### config.mk
export PLATFORM = sky130hd
export DESIGN_NAME = layer_train_driver
export DESIGN_NICKNAME = d
export VERILOG_FILES = /design/src/rtl/layer_train_driver_pkg.sv /design/src/rtl/layer_train_driver_argmax_scan.sv /design/src/rtl/layer_train_driver.sv
export SDC_FILE = /design/constraint.sdc
export NUM_CORES = 1
export LEC_CHECK = 0
export ABC_AREA = 1
export CORE_AREA = 2 2 300 302
export DETAILED_ROUTE_END_ITERATION = 6
export DIE_AREA = 0 0 302 304
export GPL_ROUTABILITY_DRIVEN = 0
export GPL_TIMING_DRIVEN = 1
export SLEW_MARGIN = 25
export SYNTH_ARGS = -nofsm -noshare
export SYNTH_HDL_FRONTEND = slang
export SYNTH_SLANG_ARGS = --single-unit
export TNS_END_PERCENT = 100
### constraint.sdc
create_clock -name clock -period 3.35 [get_ports clock]
set_clock_uncertainty 0.1 [all_clocks]
set_input_delay 0.67 -clock clock [delete_from_list [all_inputs] [get_ports clock]]
set_output_delay 0.67 -clock clock [all_outputs]
set_load 0.1 [all_outputs]
### src/rtl/layer_train_driver_pkg.sv
// Shared types for the layer training driver: the zero2one_t sample element
// and the sequencer state encoding.
package layer_train_driver_pkg;

  localparam int unsigned ZW = 8;

  typedef logic [ZW-1:0] zero2one_t;

  localparam zero2one_t ZERO2ONE_MAX = '1;

  typedef enum logic [2:0] {
    ST_IDLE,
    ST_SETTLE,
    ST_LEARN,
    ST_SCORE,
    ST_RESULT
  } state_t;

  function automatic zero2one_t z2o_absdiff(input zero2one_t a, input zero2one_t b);
    return (a > b) ? (a - b) : (b - a);
  endfunction

endpackage

### src/rtl/layer_train_driver_argmax_scan.sv
// Sequential argmax over M zero2one_t elements, one element per step.
// Strict greater-than keeps the lowest index on ties. Exposes the scan index
// when LAYER_TRAIN_LOSS_EN is defined.
module argmax_scan
  import layer_train_driver_pkg::*;
#(
  parameter  int M  = 29,
  localparam int IW = (M > 1) ? $clog2(M) : 1
)(
  input  logic              clock,
  input  logic              reset_n,
  input  logic              i_start,
  input  logic              i_step,
  input  zero2one_t [M-1:0] i_data,
`ifdef LAYER_TRAIN_LOSS_EN
  output logic [IW-1:0]     o_idx,
`endif
  output logic              o_done,
  output logic [IW-1:0]     o_best_idx
);

  localparam logic [IW-1:0] LAST = IW'(M - 1);

  logic [IW-1:0] r_idx;
  zero2one_t     r_best_val;
  zero2one_t     w_cur;

  assign w_cur = i_data[r_idx];

`ifdef LAYER_TRAIN_LOSS_EN
  assign o_idx = r_idx;
`endif

  // A zero initial best lets element 0 win when every element is zero.
  always_ff @(posedge clock or negedge reset_n) begin
    if (!reset_n) begin
      r_idx      <= '0;
      r_best_val <= '0;
      o_best_idx <= '0;
      o_done     <= 1'b0;
    end else if (i_start) begin
      r_idx      <= '0;
      r_best_val <= '0;
      o_best_idx <= '0;
      o_done     <= 1'b0;
    end else if (i_step && !o_done) begin
      if (w_cur > r_best_val) begin
        r_best_val <= w_cur;
        o_best_idx <= r_idx;
      end
      if (r_idx == LAST) begin
        o_done <= 1'b1;
      end else begin
        r_idx <= r_idx + 1'b1;
      end
    end
  end

endmodule

### src/rtl/layer_train_driver.sv
// Sequencer in front of a neuron learning layer: accepts a labelled sample,
// drives the layer, scores its outputs by argmax and reports the result.
// Optional loss accumulator output enabled by LAYER_TRAIN_LOSS_EN.
module layer_train_driver
  import layer_train_driver_pkg::*;
#(
  parameter int N      = 16,
  parameter int M      = 29,
  parameter int SETTLE = 2,
  parameter int CW     = 16,
  parameter int LW     = $clog2(M)
)(
  input  logic              clock,
  input  logic              reset_n,
  input  logic              s_valid,
  output logic              s_ready,
  input  zero2one_t [N-1:0] s_in,
  input  logic [LW-1:0]     s_label,
  input  logic              s_train,
  output zero2one_t [N-1:0] l_in,
  output logic              l_valid,
  output logic              l_learn,
  output zero2one_t [M-1:0] l_expected_out,
  input  zero2one_t [M-1:0] l_out,
  output logic              r_valid,
  input  logic              r_ready,
  output logic [LW-1:0]     r_pred,
  output logic              r_correct,
  input  logic              cnt_clear,
  output logic [CW-1:0]     sample_cnt,
  output logic [CW-1:0]     correct_cnt
`ifdef LAYER_TRAIN_LOSS_EN
  ,
  output logic [31:0]       loss_acc
`endif
);

  localparam int            SW    = (SETTLE > 1) ? $clog2(SETTLE) : 1;
  localparam logic [LW:0]   M_LIM = (LW + 1)'(M);

  state_t            r_state;
  state_t            w_state_nxt;
  logic [SW-1:0]     r_settle;
  logic [LW-1:0]     r_label;
  logic              r_train;

  logic              w_accept;
  logic              w_start;
  logic              w_step;
  logic              w_take;
  logic              w_done;
  logic              w_label_ok;
  logic [LW-1:0]     w_best_idx;
  zero2one_t [M-1:0] w_onehot;

`ifdef LAYER_TRAIN_LOSS_EN
  logic [LW-1:0]     w_scan_idx;
`endif

  argmax_scan #(.M(M)) u_scan (
    .clock      (clock),
    .reset_n    (reset_n),
    .i_start    (w_start),
    .i_step     (w_step),
    .i_data     (l_out),
`ifdef LAYER_TRAIN_LOSS_EN
    .o_idx      (w_scan_idx),
`endif
    .o_done     (w_done),
    .o_best_idx (w_best_idx)
  );

  always_comb begin
    w_onehot = '0;
    for (int unsigned i = 0; i < M; i++) begin
      if (s_label == LW'(i)) w_onehot[i] = ZERO2ONE_MAX;
    end
  end

  assign w_label_ok = ({1'b0, r_label} < M_LIM);

  always_ff @(posedge clock or negedge reset_n) begin
    if (!reset_n) r_state <= ST_IDLE;
    else          r_state <= w_state_nxt;
  end

  always_comb begin
    w_state_nxt = r_state;
    w_accept    = 1'b0;
    w_start     = 1'b0;
    w_step      = 1'b0;
    w_take      = 1'b0;
    unique case (r_state)
      ST_IDLE: begin
        if (s_valid && s_ready) begin
          w_accept    = 1'b1;
          w_state_nxt = ST_SETTLE;
        end
      end
      ST_SETTLE: begin
        if (r_settle == '0) begin
          w_state_nxt = r_train ? ST_LEARN : ST_SCORE;
          w_start     = !r_train;
        end
      end
      ST_LEARN: begin
        w_state_nxt = ST_SCORE;
        w_start     = 1'b1;
      end
      ST_SCORE: begin
        if (w_done) w_state_nxt = ST_RESULT;
        else        w_step      = 1'b1;
      end
      ST_RESULT: begin
        if (r_ready) begin
          w_take      = 1'b1;
          w_state_nxt = ST_IDLE;
        end
      end
      default: w_state_nxt = ST_IDLE;
    endcase
  end

  // Handshake and layer strobes are registered from the next state so they
  // line up with the state they describe and clear asynchronously on reset.
  always_ff @(posedge clock or negedge reset_n) begin
    if (!reset_n) begin
      s_ready        <= 1'b0;
      l_valid        <= 1'b0;
      l_learn        <= 1'b0;
      l_in           <= '0;
      l_expected_out <= '0;
      r_valid        <= 1'b0;
      r_pred         <= '0;
      r_correct      <= 1'b0;
      r_label        <= '0;
      r_train        <= 1'b0;
      r_settle       <= '0;
    end else begin
      s_ready <= (w_state_nxt == ST_IDLE);
      l_valid <= (w_state_nxt inside {ST_SETTLE, ST_LEARN, ST_SCORE});
      l_learn <= (w_state_nxt == ST_LEARN);

      if (w_accept) begin
        l_in           <= s_in;
        r_label        <= s_label;
        r_train        <= s_train;
        l_expected_out <= w_onehot;
        r_settle       <= SW'(SETTLE - 1);
      end else if ((r_state == ST_SETTLE) && (r_settle != '0)) begin
        r_settle <= r_settle - 1'b1;
      end

      if ((r_state == ST_SCORE) && w_done) begin
        r_valid   <= 1'b1;
        r_pred    <= w_best_idx;
        r_correct <= (w_best_idx == r_label) && w_label_ok;
      end

      if (w_take) begin
        r_valid        <= 1'b0;
        l_expected_out <= '0;
      end
    end
  end

  always_ff @(posedge clock or negedge reset_n) begin
    if (!reset_n) begin
      sample_cnt  <= '0;
      correct_cnt <= '0;
    end else if (cnt_clear) begin
      sample_cnt  <= '0;
      correct_cnt <= '0;
    end else if (w_take) begin
      if (sample_cnt != '1) sample_cnt <= sample_cnt + CW'(1);
      if (r_correct && (correct_cnt != '1)) correct_cnt <= correct_cnt + CW'(1);
    end
  end

`ifdef LAYER_TRAIN_LOSS_EN
  zero2one_t   w_loss_term;
  logic [32:0] w_loss_sum;

  assign w_loss_term = z2o_absdiff(l_out[w_scan_idx], l_expected_out[w_scan_idx]);
  assign w_loss_sum  = {1'b0, loss_acc} + 33'(w_loss_term);

  always_ff @(posedge clock or negedge reset_n) begin
    if (!reset_n) begin
      loss_acc <= '0;
    end else if (cnt_clear) begin
      loss_acc <= '0;
    end else if (w_step) begin
      loss_acc <= w_loss_sum[32] ? '1 : w_loss_sum[31:0];
    end
  end
`endif

endmodule
==> flow_results.org <==
** Status
- Status :: finished, final reports clean

** CTS
- Clk Latency, worst-skew pair :: 0.58 ns
- CTS saw between 200 and 250 sinks.
- Number of buffers added by the clock tree synthesis step :: 29
- Clock Tree Buf Depth :: 3
- # H-tree levels :: 1
- TritonCTS built the clock tree.
- Clock-pin slew on the worst setup and hold paths :: roughly 0.060 ns
- The cell sitting at the root of the clock tree is a clkbuf_16.

** Yosys
- Summed over all instances, the cell type with the most area after synthesis is dfrtp_1.
- Ranking of synthesized cells by area :: dfrtp_1, nand2_1, buf_4
- Yosys instantiated no cell more often than nand2_1.
- Synthesis instantiated 35 different standard cells from the library.
- Most instantiated flip-flop cell in the synthesis netlist :: dfrtp_1
- Ys Warns :: 0
- Synthesis produced a netlist with a net count of 2428.
- Synth cell count leaders :: nand2_1, dfrtp_1, buf_4
- After synthesis, flip-flops and latches occupy 40.4% of the total area.
- Summing every instance area after synthesis gives ~14000 um^2.
- The share of synthesized area in the top cell type comes to 40.4%.
- In this run, synthesis produced a sequential element count of 228.
- Counting flops with an async set or reset pin after synthesis yields a share of 100%.
- The average instance in the mapped netlist occupies 6.91 um^2.
- Number of flops mapped to enable cells by yosys :: 0
- Synthesized instance count :: just over 2k

** Global routing
- The via count of the first global-routing pass was 14.3k.
- The number of antenna violations at the first check in global routing came to 7.
- Global-route congestion overflow total :: 0
- Global-route wire length before repair :: 89.5 mm
- Overall global routing resource usage :: roughly 13%
- Entering global routing, the biggest net connects 140 pins.

** Finish
- In the final layout, the share of cells above drive strength 1 is 20.2%.
- In the final design database the tool counted 2985 nets.
- The layout has around 10k filler cells.
- Relative to the synthesized area, the layout overhead comes to 55.9%.
- 0 antenna diodes ended up in the layout.

** STA
- Slew at the pin with the worst max-slew slack :: ~0.8 ns
- Across all setup checks in the final design, the least slack found is 0.295 ns.
- The number of pins exceeding their max-slew limit in the final report is 0.
- FMAX :: 327 MHz
- The hold violation count in the final report is 0.
- Setup TNS :: 0 ns
- Period utilisation layout :: 91.2%
- Count of endpoints failing setup in the final report :: 0
- Setup repair after global routing left no endpoint under its margin.
- In this run the tightest slew margin relative to its limit is between 40 and 50%.
- After layout, the minimum clock period comes to 3.06 ns.

** Floorplan
- From left edge to right edge, the die measures 302 um.
- Std-Cell Rows :: 110
- Die outline height :: 304 um
- Once the floorplan was initialized, standard cells occupied 15.9% of the core.
- Pin placement for this block handled 773 I/O pins.
- Total core area :: 89000 um^2
- The die covers 91800 um^2.

** Placed design
- The count of buffers added on input and output ports is around 770.
- HPWL after detailed placement :: 48.1 mm
- Setup WS pre-CTS :: -0.193 ns

** Route
- Via count :: 14.7k
- Final routed wirelength across all metal layers :: slightly above 60 mm
- Post-route DRC violation count :: 0
- Drt first-iter violations :: roughly 860
- First-pass iteration count of the detailed router :: 5
- Routed vias/inst :: 3.86
- DR WL/cell :: ~16 um
- Antenna Nets Post-Route :: 0

** Worst setup path
- By startpoint and endpoint, the worst setup path is classified as register to register.
- Of all nets on the critical path, the largest fanout is 32.
- By instance count, the cell type seen most on the critical path is nand2_1.
- Kind of cell adding the most delay to the critical path :: simple AND/OR/NAND/NOR gates
- Library cell contributing the largest single delay on the critical path :: dfrtp_4
- At the worst endpoint, the required time is about 3.8 ns.
- The most critical setup path has its startpoint at u_scan.r_idx[0]$_DFFE_PN0P_.
- Max stage delay on crit path :: about 0.46 ns
- CP Launch Type :: register
- FF-to-FF setup slack :: 0.29 ns
- The critical path goes through buf_16 > buf_4 > nand2_1 > nand3_1 > a21boi_0 > buf_4 > nor2_1 > nand2_1 > and2_1 > ha_1 > nand2_1 > inv_1 > nand4_1 > nand2_1 > inv_1 > nand2_2 > nand2_1 > o21ai_0.
- In this run the critical register-to-register path is launched from u_scan.r_idx[0]$_DFFE_PN0P_.
- Counting both buffers and inverters, the worst setup path holds a total of 5.
- Critical Path Sink Type :: register
- At the worst endpoint, the arrival time is roughly 3.5 ns.

** Power and ir drop
- Total power density per cell area :: ~1000 nW/um^2
- Static Leakage :: between 10 and 15 nW
- Worst supply voltage drop on vdd :: 0.842 mV

** Worst hold path
- The startpoint identified for the worst hold timing path is l_in[54]$_DFFE_PN0P_.
- The min-delay analysis places its worst path in the category register to register.

** Job
- Across the run, the number of max-cap violations was 0.
worst min-delay path, delay by kind of cell, from the launching register on:
| kind | cells | cell delay [ns] |
|---|---|---|
| flip-flops | 1 | 0.34 |
| AND/OR/NAND/NOR | 2 | 0.10 |
metal layers:
metal  track usage [%]  vias up  part of all wire [%]
met5                 0        -                     0
met4              2.61        0                   1.9
li1                  -     7191                     -
met1              15.5     6784                    40
met2              22.5      635                    49
met3              3.33       72                   9.0
cells by family after synthesis:
kind of cell / Yosys count / share of synthesized area [%]
buffers and inverters: 487 / 18.9
AND/OR/NAND/NOR: 1204 / 34.8
XOR/XNOR: 16 / 0.992
flip-flops: 228 / 40.4
AO/OA/AOI/OAI: 98 / 3.77
adder cells (fa/ha/maj): 12 / 1.06
cell type report:
class                      instances  area (um^2)  area share, %
timing repair buffer             815         7230           32.8
multi-input combinational       1330         5770           26.2
sequential                       228         5710           25.9
tap                             1176         1470           6.68
clock buffer                      36          792           3.60
inverter                         198          751           3.41
clock inverter                    18          303           1.37
final timing paths:
kind | cells after the start | endpoint
max in group asynchronous | 3 | l_in[9]$_DFFE_PN0P_
min in group asynchronous | 2 | l_in[35]$_DFFE_PN0P_
setup / recovery | 18 | u_scan.o_best_idx[3]$_DFFE_PN0P_
setup reg to reg | 18 | u_scan.o_best_idx[3]$_DFFE_PN0P_
hold / removal | 2 | l_in[54]$_DFFE_PN0P_
hold reg to reg | 2 | l_in[54]$_DFFE_PN0P_
per-stage QoR:
step                hold WS (ns)  util [%]  instance area [um^2]  std cells  total power, mW
finish                     0.378      24.7                 22000       3801             22.4
global placement           0.365      23.4                 20800       3744             18.8
global route               0.399      24.7                 22000       3801             23.5
CTS                        0.384      24.7                 22000       3799             22.5
detailed placement         0.367      23.4                 20900       3744             18.8
floorplan                  0.274         -                 14100       2045             15.3
layout by cell type (no fill, tap or decap), drive strengths merged, types with 3 or more instances in the layout:
cell / n
nand2: 874
buf: 444
clkdlybuf4s50: 369
dfrtp: 228
nand3: 200
inv: 200
nor2: 87
o21ai: 75
clkbuf: 37
nand4: 22
nor3: 13
ha: 12
xor2: 10
a21oi: 9
clkinv: 9
and2: 7
bufinv: 7
xnor2: 6
a21boi: 5
a31o: 3
where the power goes:
group | internal, mW | switching [mW]
sequential | 3.63 | 0.749
clock | 2.23 | 1.35
combinational | 3.14 | 11.3
total | 9.01 | 13.4
what timing repair did:
action                     in CTS  in global routing
setup endpoints to repair       0                 13
hold buffers                    1                  0
buffers inserted                0                  1
hold endpoints to repair       69                  0
gates resized for setup         0                 14
sequential cells by signal, indices dropped and copies added (netlist names):
register,count
sample_cnt,16
l_valid,1
r_valid,1
r_label,5
l_in,128
r_state,3
r_settle,1
correct_cnt,16
u_scan.o_best_idx,5
r_train,1
u_scan.r_idx,5
l_learn,1
u_scan.r_best_val,8
r_correct,1
l_expected_out,29
u_scan.o_done,1
r_pred,5
s_ready,1
Note: power is estimated with default switching activity, not from simulation.
